$ cat src/rtl/trace_stream_ctrl_pkg.sv
// -----------------------------------------------------------------------------
// trace_stream_pkg
// Shared constants, FSM state encoding, trace record layout and the beat
// select helper for the trace record streamer.
// -----------------------------------------------------------------------------
package trace_stream_pkg;

    localparam int unsigned TRACE_REC_W     = 129;
    localparam int unsigned TRACE_VALID_BIT = 128;
    localparam int unsigned TRACE_PAYLOAD_W = 128;
    localparam int unsigned BEATS_PER_REC   = 4;
    localparam int unsigned BEAT_W          = TRACE_PAYLOAD_W / BEATS_PER_REC;
    localparam int unsigned BEAT_IDX_W      = $clog2(BEATS_PER_REC);

    typedef enum logic [1:0] {
        IDLE  = 2'd0,
        SEND  = 2'd1,
        FLUSH = 2'd2
    } state_t;

    // Raw record as delivered by the trace core: strobe on top, payload below.
    typedef struct packed {
        logic                       valid;
        logic [TRACE_PAYLOAD_W-1:0] payload;
    } trace_rec_t;

    // Beat idx of a record; beat 0 is the least significant word.
    function automatic logic [BEAT_W-1:0] beat_slice(
        input logic [TRACE_PAYLOAD_W-1:0] rec,
        input logic [BEAT_IDX_W-1:0]      idx
    );
        return rec[32'(idx) * BEAT_W +: BEAT_W];
    endfunction

endpackage

$ cat src/rtl/trace_stream_ctrl_if.sv
// -----------------------------------------------------------------------------
// trace_stream_if
// 32-bit valid/ready beat stream between the trace streamer and its sink.
//   m_data  : current beat
//   m_valid : beat valid
//   m_last  : final beat of a record
//   m_ready : sink ready
// -----------------------------------------------------------------------------
interface trace_stream_if;
    import trace_stream_pkg::*;

    logic [BEAT_W-1:0] m_data;
    logic              m_valid;
    logic              m_last;
    logic              m_ready;

    modport master (
        output m_data,
        output m_valid,
        output m_last,
        input  m_ready
    );

    modport slave (
        input  m_data,
        input  m_valid,
        input  m_last,
        output m_ready
    );

endinterface

$ cat src/rtl/trace_stream_ctrl_rec_fifo.sv
// -----------------------------------------------------------------------------
// trace_rec_fifo
// Synchronous DEPTH x 128-bit record FIFO with clear.
//   clk, rst  : clock, synchronous active-high reset
//   push      : write wr_data (ignored when full)
//   pop       : advance read pointer (ignored when empty)
//   clear     : discard all entries; wins over push/pop
//   rd_data_c : head entry, combinational read of the storage array
//   full      : level == DEPTH (registered)
//   empty     : level == 0 (registered)
//   level     : number of stored entries, 0..DEPTH (registered)
// -----------------------------------------------------------------------------
module trace_rec_fifo
    import trace_stream_pkg::*;
#(
    parameter  int unsigned DEPTH = 8,
    localparam int unsigned LVL_W = $clog2(DEPTH) + 1
) (
    input  logic                       clk,
    input  logic                       rst,
    input  logic                       push,
    input  logic                       pop,
    input  logic                       clear,
    input  logic [TRACE_PAYLOAD_W-1:0] wr_data,
    output logic [TRACE_PAYLOAD_W-1:0] rd_data_c,
    output logic                       full,
    output logic                       empty,
    output logic [LVL_W-1:0]           level
);

    localparam int unsigned AW = $clog2(DEPTH);

    logic [TRACE_PAYLOAD_W-1:0] mem [DEPTH];

    // Pointers carry one extra wrap bit beyond the address.
    logic [LVL_W-1:0] wr_ptr;
    logic [LVL_W-1:0] rd_ptr;
    logic [LVL_W-1:0] wr_ptr_nxt;
    logic [LVL_W-1:0] rd_ptr_nxt;
    logic [LVL_W-1:0] level_nxt;
    logic             do_push;
    logic             do_pop;

    // Next pointer / occupancy computation.
    always_comb begin
        do_push    = push && !full && !clear;
        do_pop     = pop && !empty && !clear;
        wr_ptr_nxt = wr_ptr;
        rd_ptr_nxt = rd_ptr;
        level_nxt  = level;
        if (clear) begin
            wr_ptr_nxt = '0;
            rd_ptr_nxt = '0;
            level_nxt  = '0;
        end else begin
            if (do_push) begin
                wr_ptr_nxt = wr_ptr + LVL_W'(1);
            end
            if (do_pop) begin
                rd_ptr_nxt = rd_ptr + LVL_W'(1);
            end
            level_nxt = level + LVL_W'(do_push) - LVL_W'(do_pop);
        end
    end

    // Pointer and flag registers.
    always_ff @(posedge clk) begin
        if (rst) begin
            wr_ptr <= '0;
            rd_ptr <= '0;
            level  <= '0;
            full   <= 1'b0;
            empty  <= 1'b1;
        end else begin
            wr_ptr <= wr_ptr_nxt;
            rd_ptr <= rd_ptr_nxt;
            level  <= level_nxt;
            full   <= (level_nxt == LVL_W'(DEPTH));
            empty  <= (level_nxt == '0);
        end
    end

    // Storage array, no reset needed: contents are only read behind the pointers.
    always_ff @(posedge clk) begin
        if (do_push) begin
            mem[wr_ptr[AW-1:0]] <= wr_data;
        end
    end

    assign rd_data_c = mem[rd_ptr[AW-1:0]];

endmodule

$ cat src/rtl/trace_stream_ctrl.sv
// -----------------------------------------------------------------------------
// trace_stream_ctrl
// Captures 128-bit trace records into a FIFO and serialises each record into
// four 32-bit beats on a valid/ready stream; counts records lost to overflow.
//   clk, rst     : clock, synchronous active-high reset
//   trace_data_i : [128] record strobe, [127:0] record payload
//   capture_en   : level, records accepted only while high
//   flush        : pulse, drops buffered and in-flight records
//   m_if         : beat stream (m_data, m_valid, m_last out; m_ready in)
//   fifo_level   : records buffered, excluding the one being sent
//   drop_count   : saturating count of records rejected on a full FIFO
//   busy         : FIFO non-empty or a record is being sent
// -----------------------------------------------------------------------------
module trace_stream_ctrl
    import trace_stream_pkg::*;
#(
    parameter  int unsigned DEPTH  = 8,
    parameter  int unsigned DROP_W = 16,
    localparam int unsigned LVL_W  = $clog2(DEPTH) + 1
) (
    input  logic                   clk,
    input  logic                   rst,
    input  logic [TRACE_REC_W-1:0] trace_data_i,
    input  logic                   capture_en,
    input  logic                   flush,
    trace_stream_if.master         m_if,
    output logic [LVL_W-1:0]       fifo_level,
    output logic [DROP_W-1:0]      drop_count,
    output logic                   busy
);

    localparam logic [BEAT_IDX_W-1:0] LAST_BEAT = BEAT_IDX_W'(BEATS_PER_REC - 1);

    trace_rec_t rec_in;

    logic                       rec_accept;
    logic                       fifo_push;
    logic                       fifo_pop;
    logic                       fifo_clear;
    logic                       fifo_full;
    logic                       fifo_empty;
    logic [TRACE_PAYLOAD_W-1:0] fifo_head;
    logic [LVL_W-1:0]           lvl_nxt;

    state_t                     state;
    state_t                     state_nxt;
    logic [TRACE_PAYLOAD_W-1:0] rec_q;
    logic [TRACE_PAYLOAD_W-1:0] rec_nxt;
    logic [BEAT_IDX_W-1:0]      beat_q;
    logic [BEAT_IDX_W-1:0]      beat_nxt;
    logic [BEAT_W-1:0]          m_data_q;
    logic [BEAT_W-1:0]          m_data_nxt;
    logic                       m_valid_q;
    logic                       m_valid_nxt;
    logic                       m_last_q;
    logic                       m_last_nxt;
    logic [DROP_W-1:0]          drop_q;
    logic [DROP_W-1:0]          drop_nxt;
    logic                       busy_q;
    logic                       busy_nxt;

    assign rec_in = trace_rec_t'(trace_data_i);

    // Full is sampled before any same-cycle pop, so a pop never makes room.
    assign rec_accept = rec_in.valid && capture_en && !flush;
    assign fifo_push  = rec_accept && !fifo_full;

    trace_rec_fifo #(
        .DEPTH (DEPTH)
    ) u_fifo (
        .clk       (clk),
        .rst       (rst),
        .push      (fifo_push),
        .pop       (fifo_pop),
        .clear     (fifo_clear),
        .wr_data   (rec_in.payload),
        .rd_data_c (fifo_head),
        .full      (fifo_full),
        .empty     (fifo_empty),
        .level     (fifo_level)
    );

    // Next-state, serialiser and drop-counter logic.
    always_comb begin
        state_nxt   = state;
        rec_nxt     = rec_q;
        beat_nxt    = beat_q;
        m_data_nxt  = m_data_q;
        m_valid_nxt = m_valid_q;
        m_last_nxt  = m_last_q;
        drop_nxt    = drop_q;
        fifo_pop    = 1'b0;
        fifo_clear  = 1'b0;

        if (rec_accept && fifo_full && (drop_q != '1)) begin
            drop_nxt = drop_q + DROP_W'(1);
        end

        if (flush) begin
            state_nxt   = FLUSH;
            fifo_clear  = 1'b1;
            beat_nxt    = '0;
            m_valid_nxt = 1'b0;
            m_last_nxt  = 1'b0;
        end else begin
            case (state)
                IDLE: begin
                    if (!fifo_empty) begin
                        fifo_pop    = 1'b1;
                        rec_nxt     = fifo_head;
                        beat_nxt    = '0;
                        m_data_nxt  = beat_slice(fifo_head, '0);
                        m_valid_nxt = 1'b1;
                        m_last_nxt  = 1'b0;
                        state_nxt   = SEND;
                    end
                end
                SEND: begin
                    if (m_valid_q && m_if.m_ready) begin
                        if (beat_q == LAST_BEAT) begin
                            if (!fifo_empty) begin
                                // Back-to-back record, no idle bubble.
                                fifo_pop    = 1'b1;
                                rec_nxt     = fifo_head;
                                beat_nxt    = '0;
                                m_data_nxt  = beat_slice(fifo_head, '0);
                                m_valid_nxt = 1'b1;
                                m_last_nxt  = 1'b0;
                            end else begin
                                m_valid_nxt = 1'b0;
                                m_last_nxt  = 1'b0;
                                state_nxt   = IDLE;
                            end
                        end else begin
                            beat_nxt   = beat_q + BEAT_IDX_W'(1);
                            m_data_nxt = beat_slice(rec_q, beat_q + BEAT_IDX_W'(1));
                            m_last_nxt = ((beat_q + BEAT_IDX_W'(1)) == LAST_BEAT);
                        end
                    end
                end
                FLUSH: begin
                    state_nxt = IDLE;
                end
                default: begin
                    state_nxt = IDLE;
                end
            endcase
        end

        // Mirror of the FIFO occupancy update so busy can be registered.
        if (fifo_clear) begin
            lvl_nxt = '0;
        end else begin
            lvl_nxt = fifo_level + LVL_W'(fifo_push) - LVL_W'(fifo_pop);
        end
        busy_nxt = (lvl_nxt != '0) || (state_nxt == SEND);
    end

    // State and output registers.
    always_ff @(posedge clk) begin
        if (rst) begin
            state     <= IDLE;
            rec_q     <= '0;
            beat_q    <= '0;
            m_data_q  <= '0;
            m_valid_q <= 1'b0;
            m_last_q  <= 1'b0;
            drop_q    <= '0;
            busy_q    <= 1'b0;
        end else begin
            state     <= state_nxt;
            rec_q     <= rec_nxt;
            beat_q    <= beat_nxt;
            m_data_q  <= m_data_nxt;
            m_valid_q <= m_valid_nxt;
            m_last_q  <= m_last_nxt;
            drop_q    <= drop_nxt;
            busy_q    <= busy_nxt;
        end
    end

    assign m_if.m_data  = m_data_q;
    assign m_if.m_valid = m_valid_q;
    assign m_if.m_last  = m_last_q;
    assign drop_count   = drop_q;
    assign busy         = busy_q;

endmodule

$ cat src/flat_wrapper.sv
// flat-port wrapper written by rule: the top's interface ports become plain ports
module trace_stream_ctrl_flat import trace_stream_pkg::*;
#(
    parameter  int unsigned DEPTH  = 8,
    parameter  int unsigned DROP_W = 16,
    localparam int unsigned LVL_W  = $clog2(DEPTH) + 1
)
  (clk, rst, trace_data_i, capture_en, flush, fifo_level, drop_count, busy, m_if_m_data, m_if_m_valid, m_if_m_last, m_if_m_ready);
  trace_stream_if m_if_i ();
  input  logic clk;
  input  logic rst;
  input  logic [TRACE_REC_W-1:0] trace_data_i;
  input  logic capture_en;
  input  logic flush;
  output logic [LVL_W-1:0] fifo_level;
  output logic [DROP_W-1:0] drop_count;
  output logic busy;
  output wire logic [$bits(m_if_i.m_data)-1:0] m_if_m_data;
  output wire logic [$bits(m_if_i.m_valid)-1:0] m_if_m_valid;
  output wire logic [$bits(m_if_i.m_last)-1:0] m_if_m_last;
  input wire logic [$bits(m_if_i.m_ready)-1:0] m_if_m_ready;
  assign m_if_m_data = m_if_i.m_data;
  assign m_if_m_valid = m_if_i.m_valid;
  assign m_if_m_last = m_if_i.m_last;
  assign m_if_i.m_ready = m_if_m_ready;
  trace_stream_ctrl #(.DEPTH(DEPTH), .DROP_W(DROP_W)) u_core (.clk(clk), .rst(rst), .trace_data_i(trace_data_i), .capture_en(capture_en), .flush(flush), .m_if(m_if_i), .fifo_level(fifo_level), .drop_count(drop_count), .busy(busy));
endmodule
$ cat config.mk
export PLATFORM = sky130hd
export DESIGN_NAME = trace_stream_ctrl_flat
export DESIGN_NICKNAME = d
export VERILOG_FILES = /design/src/rtl/trace_stream_ctrl_pkg.sv /design/src/rtl/trace_stream_ctrl_if.sv /design/src/rtl/trace_stream_ctrl_rec_fifo.sv /design/src/rtl/trace_stream_ctrl.sv /design/src/flat_wrapper.sv
export SDC_FILE = /design/constraint.sdc
export NUM_CORES = 1
export LEC_CHECK = 0
export CORE_MARGIN = 2
export CORE_UTILIZATION = 55
export DETAILED_ROUTE_END_ITERATION = 6
export PLACE_DENSITY = 0.73
export SLEW_MARGIN = 20
export SYNTH_ARGS = -nofsm -noshare
export SYNTH_HDL_FRONTEND = slang
export SYNTH_SLANG_ARGS = --single-unit
$ cat constraint.sdc
create_clock -name clk -period 21.5 [get_ports clk]
set_input_delay 3.225 -clock clk [delete_from_list [all_inputs] [get_ports clk]]
set_output_delay 3.225 -clock clk [all_outputs]
set_load 0.005 [all_outputs]
==> impl_metrics.toml, run 1 <==
[final_layout]
final_area_mm2 = 0.0536
final_common_cell = "edfxtp_1"
drive_gt1_share_pct = 21.1
layout_common_cells = "edfxtp_1 (1024), mux4_2 (288), dfxtp_1 (194), clkdlybuf4s50_1 (187), nor2_1 (174)"
area_growth_pct = 14.6
num-nets-final = 2703

[synth]
synth_cells = 2356
synth_edf_count = 1024
synth_area_mm2 = 0.0467
synth-main-ff-cell = "edfxtp_1"
synth_seq_area_share_pct = 74.3
ys_ff_latch = 1222
yosysWarnings = 0
postSynthAreaPerCell_um2 = 19.8
synthArstFlopShare_pct = 0
syn_nets = 2503
synth_cell_type_count = 56

[placed_design]
post-place-ws_ps = 14260
dp_hpwl_um = 59100
port_buffers = 188
place_area_mm2 = 0.0496
gp_congestion = 0.805

[floorplan]
fp.coreArea_mm2 = 0.0838
initial_utilization_pct = 55.7
die_x_um = 295
die-area_mm2 = 0.0873
rows = 106
ioPinCount = 189
dieHeight_um = 295

[critical_path]
r2r_cells = 12
crit_path_max_incr_delay_ps = 610
cp_cell_sequence = "clkdlybuf4s50_1 > nor3_1 > a21bo_2 > buf_4 > inv_6 > ha_1 > inv_1 > ha_1 > fa_1 > xor2_1 > or3_1 > or3_1 > a31o_1"
cpMaxStageDelayCell = "buf_4"
startpoint_type = "primary input"
critical_path_class = "primary input to flip-flop"
crit_buf_inv = 4
crit_arrival_ps = 7170
critical-path-top-delay-family = "buffers and inverters"
cp-end-kind = "flip-flop"
required_ps = 22070
cp.depth = 13
worstPathMaxFanout = 48

[drt]
vias = 23212
via_per_inst = 6.11
dr.pass1.iters = 5
drtIter0Drc = 2330
routed_wl_um = 103000
drc_errors = 0
wl_per_cell_um = 27.0
ant_nets = 0

[timing]
setup_tns_ps = 0
timing.final.crit_share_pct = 30.7
fmax_mhz = 151
min_period_ps = 6600
layout_setup_ws_ps = 14900
worst_pin_slew_ps = 1240
rsz0062_at_grt = "false"
slew_viol_final = 0
maxSlewHeadroom_pct = 17.3
skew_ps = 35.2
finalHoldViolCount = 0
setup_violations = 0

[power_and_ir_drop]
p_per_area_mw_per_mm2 = 90.6
p_leak_nw = 16.2
peakVddDrop_v = 0.0000631

[flow_run]
drv_cap = 0

[clocking]
cts.sinks = 1222
insertion_delay_ps = 670
ctsResizeCount = 0
cts_hold_buf = 0
cts_tree = "yes"
post_cts_buffers = 0
clockRootBuffer = "clkbuf_16"
htreeDepth = 3
clk_pin_slew_worst_paths_ps = 60
cts_max_path_buffers = 3
numCtsBuffers = 117

[grt]
grt_pass1_wl_um = 152000
antenna_found_initial = 12
grt_max_degree = 129
grt_usage_pct = 23.7
globalRouteOverflowTotal = 0
grt_pass1_vias = 23133

[worst_hold_path]
hold_depth = 2
hold_path.class = "flip-flop to flip-flop"

[run_status]
status = "complete, no violations"
[path summary, 6_finish.rpt]
path	slack [ps]	from	endpoint
worst max-delay path	14900	flush	u_core.busy$_SDFF_PP0_
worst min-delay path	490	u_core.rec_q[30]$_SDFFE_PP0P_	u_core.rec_q[30]$_SDFFE_PP0P_
worst max register to register	16860	u_core.beat_q[0]$_SDFFE_PP0P_	u_core.busy$_SDFF_PP0_
worst min register to register	490	u_core.rec_q[30]$_SDFFE_PP0P_	u_core.rec_q[30]$_SDFFE_PP0P_
[cells by family (layout without fill, tap and decap cells)]
family | Yosys count | count (layout) | synth area share [%]
compound gates | 213 | 213 | 3.64
xor+xnor | 6 | 6 | 0.113
fa+ha+maj | 13 | 13 | 0.380
buf+inv | 159 | 462 | 1.88
flops | 1222 | 1222 | 74.3
mux | 386 | 386 | 16.0
other cells | 0 | 3 | 0
simple gates | 357 | 357 | 3.70
[state kept, by name, summed over array words and instances, names as in the netlist, named ones only]
signal                cells
u_core.u_fifo.rd_ptr      3
u_core.busy               1
u_core.drop_count        16
u_core.u_fifo.wr_ptr      3
u_core.m_if.m_valid       1
u_core.beat_q             2
u_core.u_fifo.full        1
u_core.m_if.m_last        1
u_core.m_if.m_data       32
u_core.state              2
u_core.u_fifo.level       4
u_core.rec_q            128
u_core.u_fifo.mem      1024
u_core.u_fifo.empty       1
[stage by stage]
stage          instances  power [mW]  utilization [%]  hold slack [ps]
2_1_floorplan       2356        2.74                -              454
3_3_place_gp        3571        2.82             59.2              463
3_5_place_dp        3571        2.83             59.2              480
4_1_cts             3793        4.88             63.9              491
5_1_grt             3794        4.99             63.9              506
6_report            3796        4.85             63.9              489
[Yosys cell counts (8+ instances only)]
master	n	share of area (%)
mux2i_1	96	2.1
a211oi_1	130	2.1
edfxtp_1	1024	66
dfxtp_1	198	8.5
mux4_2	288	14
inv_1	12	0.096
nor2_1	176	1.4
buf_6	20	0.48
or4_1	8	0.13
clkbuf_1	65	0.52
a211oi_2	32	0.86
nand2_1	24	0.19
o31ai_1	9	0.14
nand2b_1	34	0.46
ha_1	11	0.29
nor2b_1	37	0.50
buf_2	47	0.50
a21oi_1	23	0.25
nor3_1	40	0.43
[tightest hold or removal path: stages (launching register included)]
cell,delay [ps]
dfxtp_1,310
nor2_1,90
nor3_1,50
[final cells by class]
type                            count  area (µm²)
Antenna cell                        3        7.51
Clock buffer                      149        3210
Clock inverter                     73         729
Fill cell                        5642       30300
Inverter                           13        53.8
Multi-Input combinational cell    975       11200
Sequential cell                  1222       34700
Tap cell                         1134        1420
Timing Repair Buffer              227        2230
[layer usage]
metal  up-vias  global-route usage (%)  routed length (µm)
li1      10024                       -                   -
met1     12183                    33.5               42200
met2       847                    38.4               50800
met3       138                    4.85                7820
met4        20                    5.72                1730
met5         -                       0                 135
[power by group]
part           total (mW)  internal, mW  switching (mW)
Clock                2.07          1.22           0.850
Sequential           2.61          2.59          0.0215
Combinational       0.165        0.0762          0.0893
Total                4.85          3.89           0.961
(Power assumes the default switching activity.)
==> run 2, diff against run 1 <==
clock period = 6.4 ns   (was 21.5 ns; I/O delays follow)
==> run 2 against run 1 <==
Die area stayed put. Critical endpoint is now u_core.rec_q[122]$_SDFFE_PP0P_. Cell count down 0.37%. Design area shrank 0.40%. Highest routed layer unchanged. Sequential share of layout area rose by 0.26 points. Count of clock-buffer cells in the layout increased by 15.
==> impl_metrics.toml, run 2 (same netlist as run 1, synthesis figures left out) <==
[clocking]
ctsResizeCount = 0
cts.sinks = 1222
cts_max_path_buffers = 3
numCtsBuffers = 116
htreeDepth = 3
insertion_delay_ps = 670
post_cts_buffers = 0
cts_hold_buf = 0
clockRootBuffer = "clkbuf_16"
cts_tree = "yes"
clk_pin_slew_worst_paths_ps = 60

[critical_path]
r2r-start = "u_core.beat_q[0]$_SDFFE_PP0P_"
worstPathMaxFanout = 91
required_ps = 6970
startpoint_type = "flip-flop"
cp-end-kind = "flip-flop"
r2r_cells = 8
cp_cell_sequence = "ha_1 > nand3_1 > a21bo_2 > inv_6 > buf_4 > buf_4 > nor2_1 > a211oi_1"
ff2ff_setup_slack_ps = 2270
cpMaxStageDelayCell = "dfxtp_2"
critical_path_class = "flip-flop to flip-flop"
crit_arrival_ps = 4700
reg2reg_to = "u_core.rec_q[122]$_SDFFE_PP0P_"
crit_path_max_incr_delay_ps = 970
cpMostUsedCell = "buf_4"

[power_and_ir_drop]
power_mw = 15.8
p_per_area_mw_per_mm2 = 297
peakVddDrop_v = 0.000243
p_leak_nw = 16.0

[timing]
fin_hold_ws_ps = 489
setup_violations = 0
maxSlewHeadroom_pct = 28.8
layout_setup_ws_ps = 2270
worst_pin_slew_ps = 1070
finalHoldViolCount = 0
rsz0062_at_grt = "false"
setup_tns_ps = 0
skew_ps = 17.7
slew_viol_final = 0
timing.final.crit_share_pct = 64.5
min_period_ps = 4130
fmax_mhz = 242

[run_status]
status = "complete, no violations"

[drt]
routed_wl_um = 102000
ant_nets = 0
drtIter0Drc = 2653
via_per_inst = 6.07
wl_per_cell_um = 26.9
drc_errors = 0
dr.pass1.iters = 5
vias = 22962

[floorplan]
dieHeight_um = 295
die-area_mm2 = 0.0873
die_x_um = 295
ioPinCount = 189
initial_utilization_pct = 55.7
fp.coreArea_mm2 = 0.0838
rows = 106

[flow_run]
drv_cap = 0

[final_layout]
num-nets-final = 2695
area_growth_pct = 14.2
drive_gt1_share_pct = 20.1
layout_common_cells = "edfxtp_1 (1024), mux4_2 (288), dfxtp_1 (194), clkdlybuf4s50_1 (187), nor2_1 (174)"
final_common_cell = "edfxtp_1"
largest_register_ffs = 1024
nFillCells = 5607
final_util_pct = 63.6

[placed_design]
gp_congestion = 0.806
port_buffers = 188
post-place-ws_ps = 2080
dp_hpwl_um = 58400

[grt]
grt.busiest_layer = "met2"
grtUsageMet2_pct = 37.9
grt_use_met1_pct = 32.8
antenna_found_initial = 23
globalRouteOverflowTotal = 0
grt_usage_pct = 23.6
grt_pass1_wl_um = 150000
met3_usage_pct = 5.01
grt_max_degree = 129
grt_pass1_vias = 23162

[worst_hold_path]
hold_path.class = "flip-flop to flip-flop"
worstHoldStart = "u_core.rec_q[11]$_SDFFE_PP0P_"
hold_depth = 2
hold_end = "u_core.rec_q[11]$_SDFFE_PP0P_"
==> run 2: changes by cell type in the layout (fill, tap and decap cells not counted), sizes merged <==
cell      before  now
buf           40   33
bufinv        14    6
clkbuf       149  164
clkinv        49   36
clkinvlp       5    3
diode          3    7
inv           18   15
==> run 2: layout make-up <==
| type | count | area (µm²) | share of cell area, % |
|---|---|---|---|
| multi-input cells | 975 | 11200 | 21.0 |
| well taps | 1134 | 1420 | 2.66 |
| clock inverters | 47 | 379 | 0.711 |
| diodes | 7 | 17.5 | 0.0328 |
| repair buffers | 220 | 2310 | 4.33 |
| clock buffers | 164 | 3220 | 6.03 |
| flip-flops and latches | 1222 | 34700 | 65.1 |
| inverters | 13 | 53.8 | 0.101 |
==> run 2: metrics by stage <==
stage               std cells  cell area, µm²
detailed placement       3564           49700
global route             3781           53300
finish                   3782           53300
global placement         3564           49700
floorplan                2356           46800
CTS                      3775           53300
==> run 2: how the worst max path moves through the flow <==
stage,endpoint,startpoint,depth (start not counted)
after global routing,u_core.rec_q[122]$_SDFFE_PP0P_,u_core.beat_q[0]$_SDFFE_PP0P_,8
after global placement,u_core.busy$_SDFF_PP0_,flush,11
after CTS,u_core.busy$_SDFF_PP0_,u_core.beat_q[0]$_SDFFE_PP0P_,12
after detailed placement,u_core.busy$_SDFF_PP0_,flush,12
final,u_core.rec_q[122]$_SDFFE_PP0P_,u_core.beat_q[0]$_SDFFE_PP0P_,8
after floorplan,u_core.u_fifo.mem[7][0]$_DFFE_PP_,flush,3
==> run 2: where the power goes <==
part           leakage (nW)  switching (mW)  internal [mW]
logic                  3.45           0.296          0.257
registers              10.8          0.0730           8.71
clock network          1.75            2.79           3.72
==> run 2: critical path, delay by kind of cell (launching register included) <==
kind,cells,cell delay (ps)
AOI/OAI and AO/OA,2,560
adders and majority gates,1,340
buffers and inverters,3,1790
DFF,1,970
and+or+nand+nor,2,240
==> run 2: routing by layer <==
layer  part of all wire, %  routed length, µm
met1                    41              41300
met2                    49              50300
met3                   7.4               7530
met4                   2.4               2470
met5                  0.20                199
==> run 3, diff against run 2 <==
CORE_UTILIZATION = 54   (was 55)
PLACE_DENSITY = 0.75   (was 0.73)
clock period = 3.4 ns   (was 6.4 ns; I/O delays follow)
==> run 3 against run 2 <==
Die area rose by 1.8%. Via count rose by 2.5%. Clock power grew 94%. Critical path depth rose by 4. Sequential share of layout area shrank 1.1 points. Non-clock buffer count grew 49. Clock skew up 19 ps. Worst setup slack worse by 1800 ps.
==> impl_metrics.toml, run 3 (same netlist as run 1, synthesis figures left out) <==
[critical_path]
crit_buf_inv = 2
critical_path_class = "flip-flop to flip-flop"
ff2ff_setup_slack_ps = 430
cp_cell_sequence = "ha_1 > nand3_1 > a21bo_2 > inv_6 > ha_1 > inv_1 > ha_1 > fa_1 > xor2_1 > or3_1 > or3_1 > a31o_1"
cpMostUsedCell = "ha_1"
crit_path_max_incr_delay_ps = 410
startpoint_type = "flip-flop"
cpMaxStageDelayCell = "fa_1"
required_ps = 3970
crit_arrival_ps = 3550
critical-path-top-delay-family = "adder cells"
worstPathMaxFanout = 4
cp-end-kind = "flip-flop"

[floorplan]
initial_utilization_pct = 54.7
dieHeight_um = 298
ioPinCount = 189
die_x_um = 298
fp.coreArea_mm2 = 0.0854
die-area_mm2 = 0.0889
rows = 107

[clocking]
insertion_delay_ps = 690
cts.sinks = 1222
clockRootBuffer = "clkbuf_16"
cts_max_path_buffers = 3
numCtsBuffers = 115
ctsResizeCount = 0
clk_pin_slew_worst_paths_ps = 60
post_cts_buffers = 0
htreeDepth = 3
cts_hold_buf = 0
cts_tree = "yes"

[timing]
fin_hold_ws_ps = 319
maxSlewHeadroom_pct = 36.7
worst_pin_slew_ps = 950
slew_viol_final = 0
setup_tns_ps = 0
fmax_mhz = 336
min_period_ps = 2970
skew_ps = 36.4
rsz0062_at_grt = "false"
layout_setup_ws_ps = 426
timing.final.crit_share_pct = 87.5
finalHoldViolCount = 0
setup_violations = 0

[placed_design]
place_area_mm2 = 0.0504
post-place-ws_ps = -74.6
dp_hpwl_um = 63300
port_buffers = 188
dp_cells = 3623
gp_congestion = 0.822

[power_and_ir_drop]
peakVddDrop_v = 0.000385
p_leak_nw = 16.5
power_mw = 30.2
p_per_area_mw_per_mm2 = 557

[final_layout]
largest_register_ffs = 1024
final_area_mm2 = 0.0542
drive_gt1_share_pct = 22.4
final_util_pct = 63.5
final_common_cell = "edfxtp_1"
num-nets-final = 2743
layout_common_cells = "edfxtp_1 (1024), mux4_2 (288), dfxtp_1 (194), clkdlybuf4s50_1 (187), nor2_1 (174)"
area_growth_pct = 16.1
instances_no_fill = 3850

[grt]
grt_pass1_wl_um = 156000
grt_max_degree = 227
grt_usage_pct = 23.7
antenna_found_initial = 23
globalRouteOverflowTotal = 0
grt_pass1_vias = 23877

[drt]
dr.pass1.iters = 5
drtIter0Drc = 2374
routed_wl_um = 106000
drc_errors = 0
vias = 23525
via_per_inst = 6.11
wl_per_cell_um = 27.5
ant_nets = 0

[run_status]
status = "complete, no violations"

[flow_run]
drv_cap = 0

[worst_hold_path]
hold_path.class = "primary input to flip-flop"
## run 3: per-layer routing
metal  track usage [%]  wire length, µm  up-vias
li1                  -                -    10105
met2              37.3            51500      987
met5                 0              165        -
met1              31.9            41600    12242
met4              9.20             3270       26
met3              6.56             9440      165
## run 3: path summary, 6_finish.rpt
| check | to | cells after the start | start |
|---|---|---|---|
| worst max-delay path | u_core.busy$_SDFF_PP0_ | 12 | u_core.beat_q[0]$_SDFFE_PP0P_ |
| worst max register to register | u_core.busy$_SDFF_PP0_ | 12 | u_core.beat_q[0]$_SDFFE_PP0P_ |
| worst min register to register | u_core.m_if.m_data[12]$_SDFFE_PP0P_ | 2 | u_core.m_if.m_data[12]$_SDFFE_PP0P_ |
| worst min-delay path | u_core.state[1]$_SDFF_PP0_ | 2 | rst |
## run 3: cell type report
type,instances,area (µm²)
timing repair buffer,269,3000
fill,5671,31200
clock inverter,62,552
sequential,1222,34700
multi-input combinational,975,11200
tap,1144,1430
antenna,10,25.0
inverter,13,53.8
clock buffer,155,3200
## run 3: where the power goes
part           total (mW)  switching [mW]  internal [mW]
sequential           16.5           0.134           16.4
combinational        1.08           0.574          0.505
clock                12.6            5.36           7.22
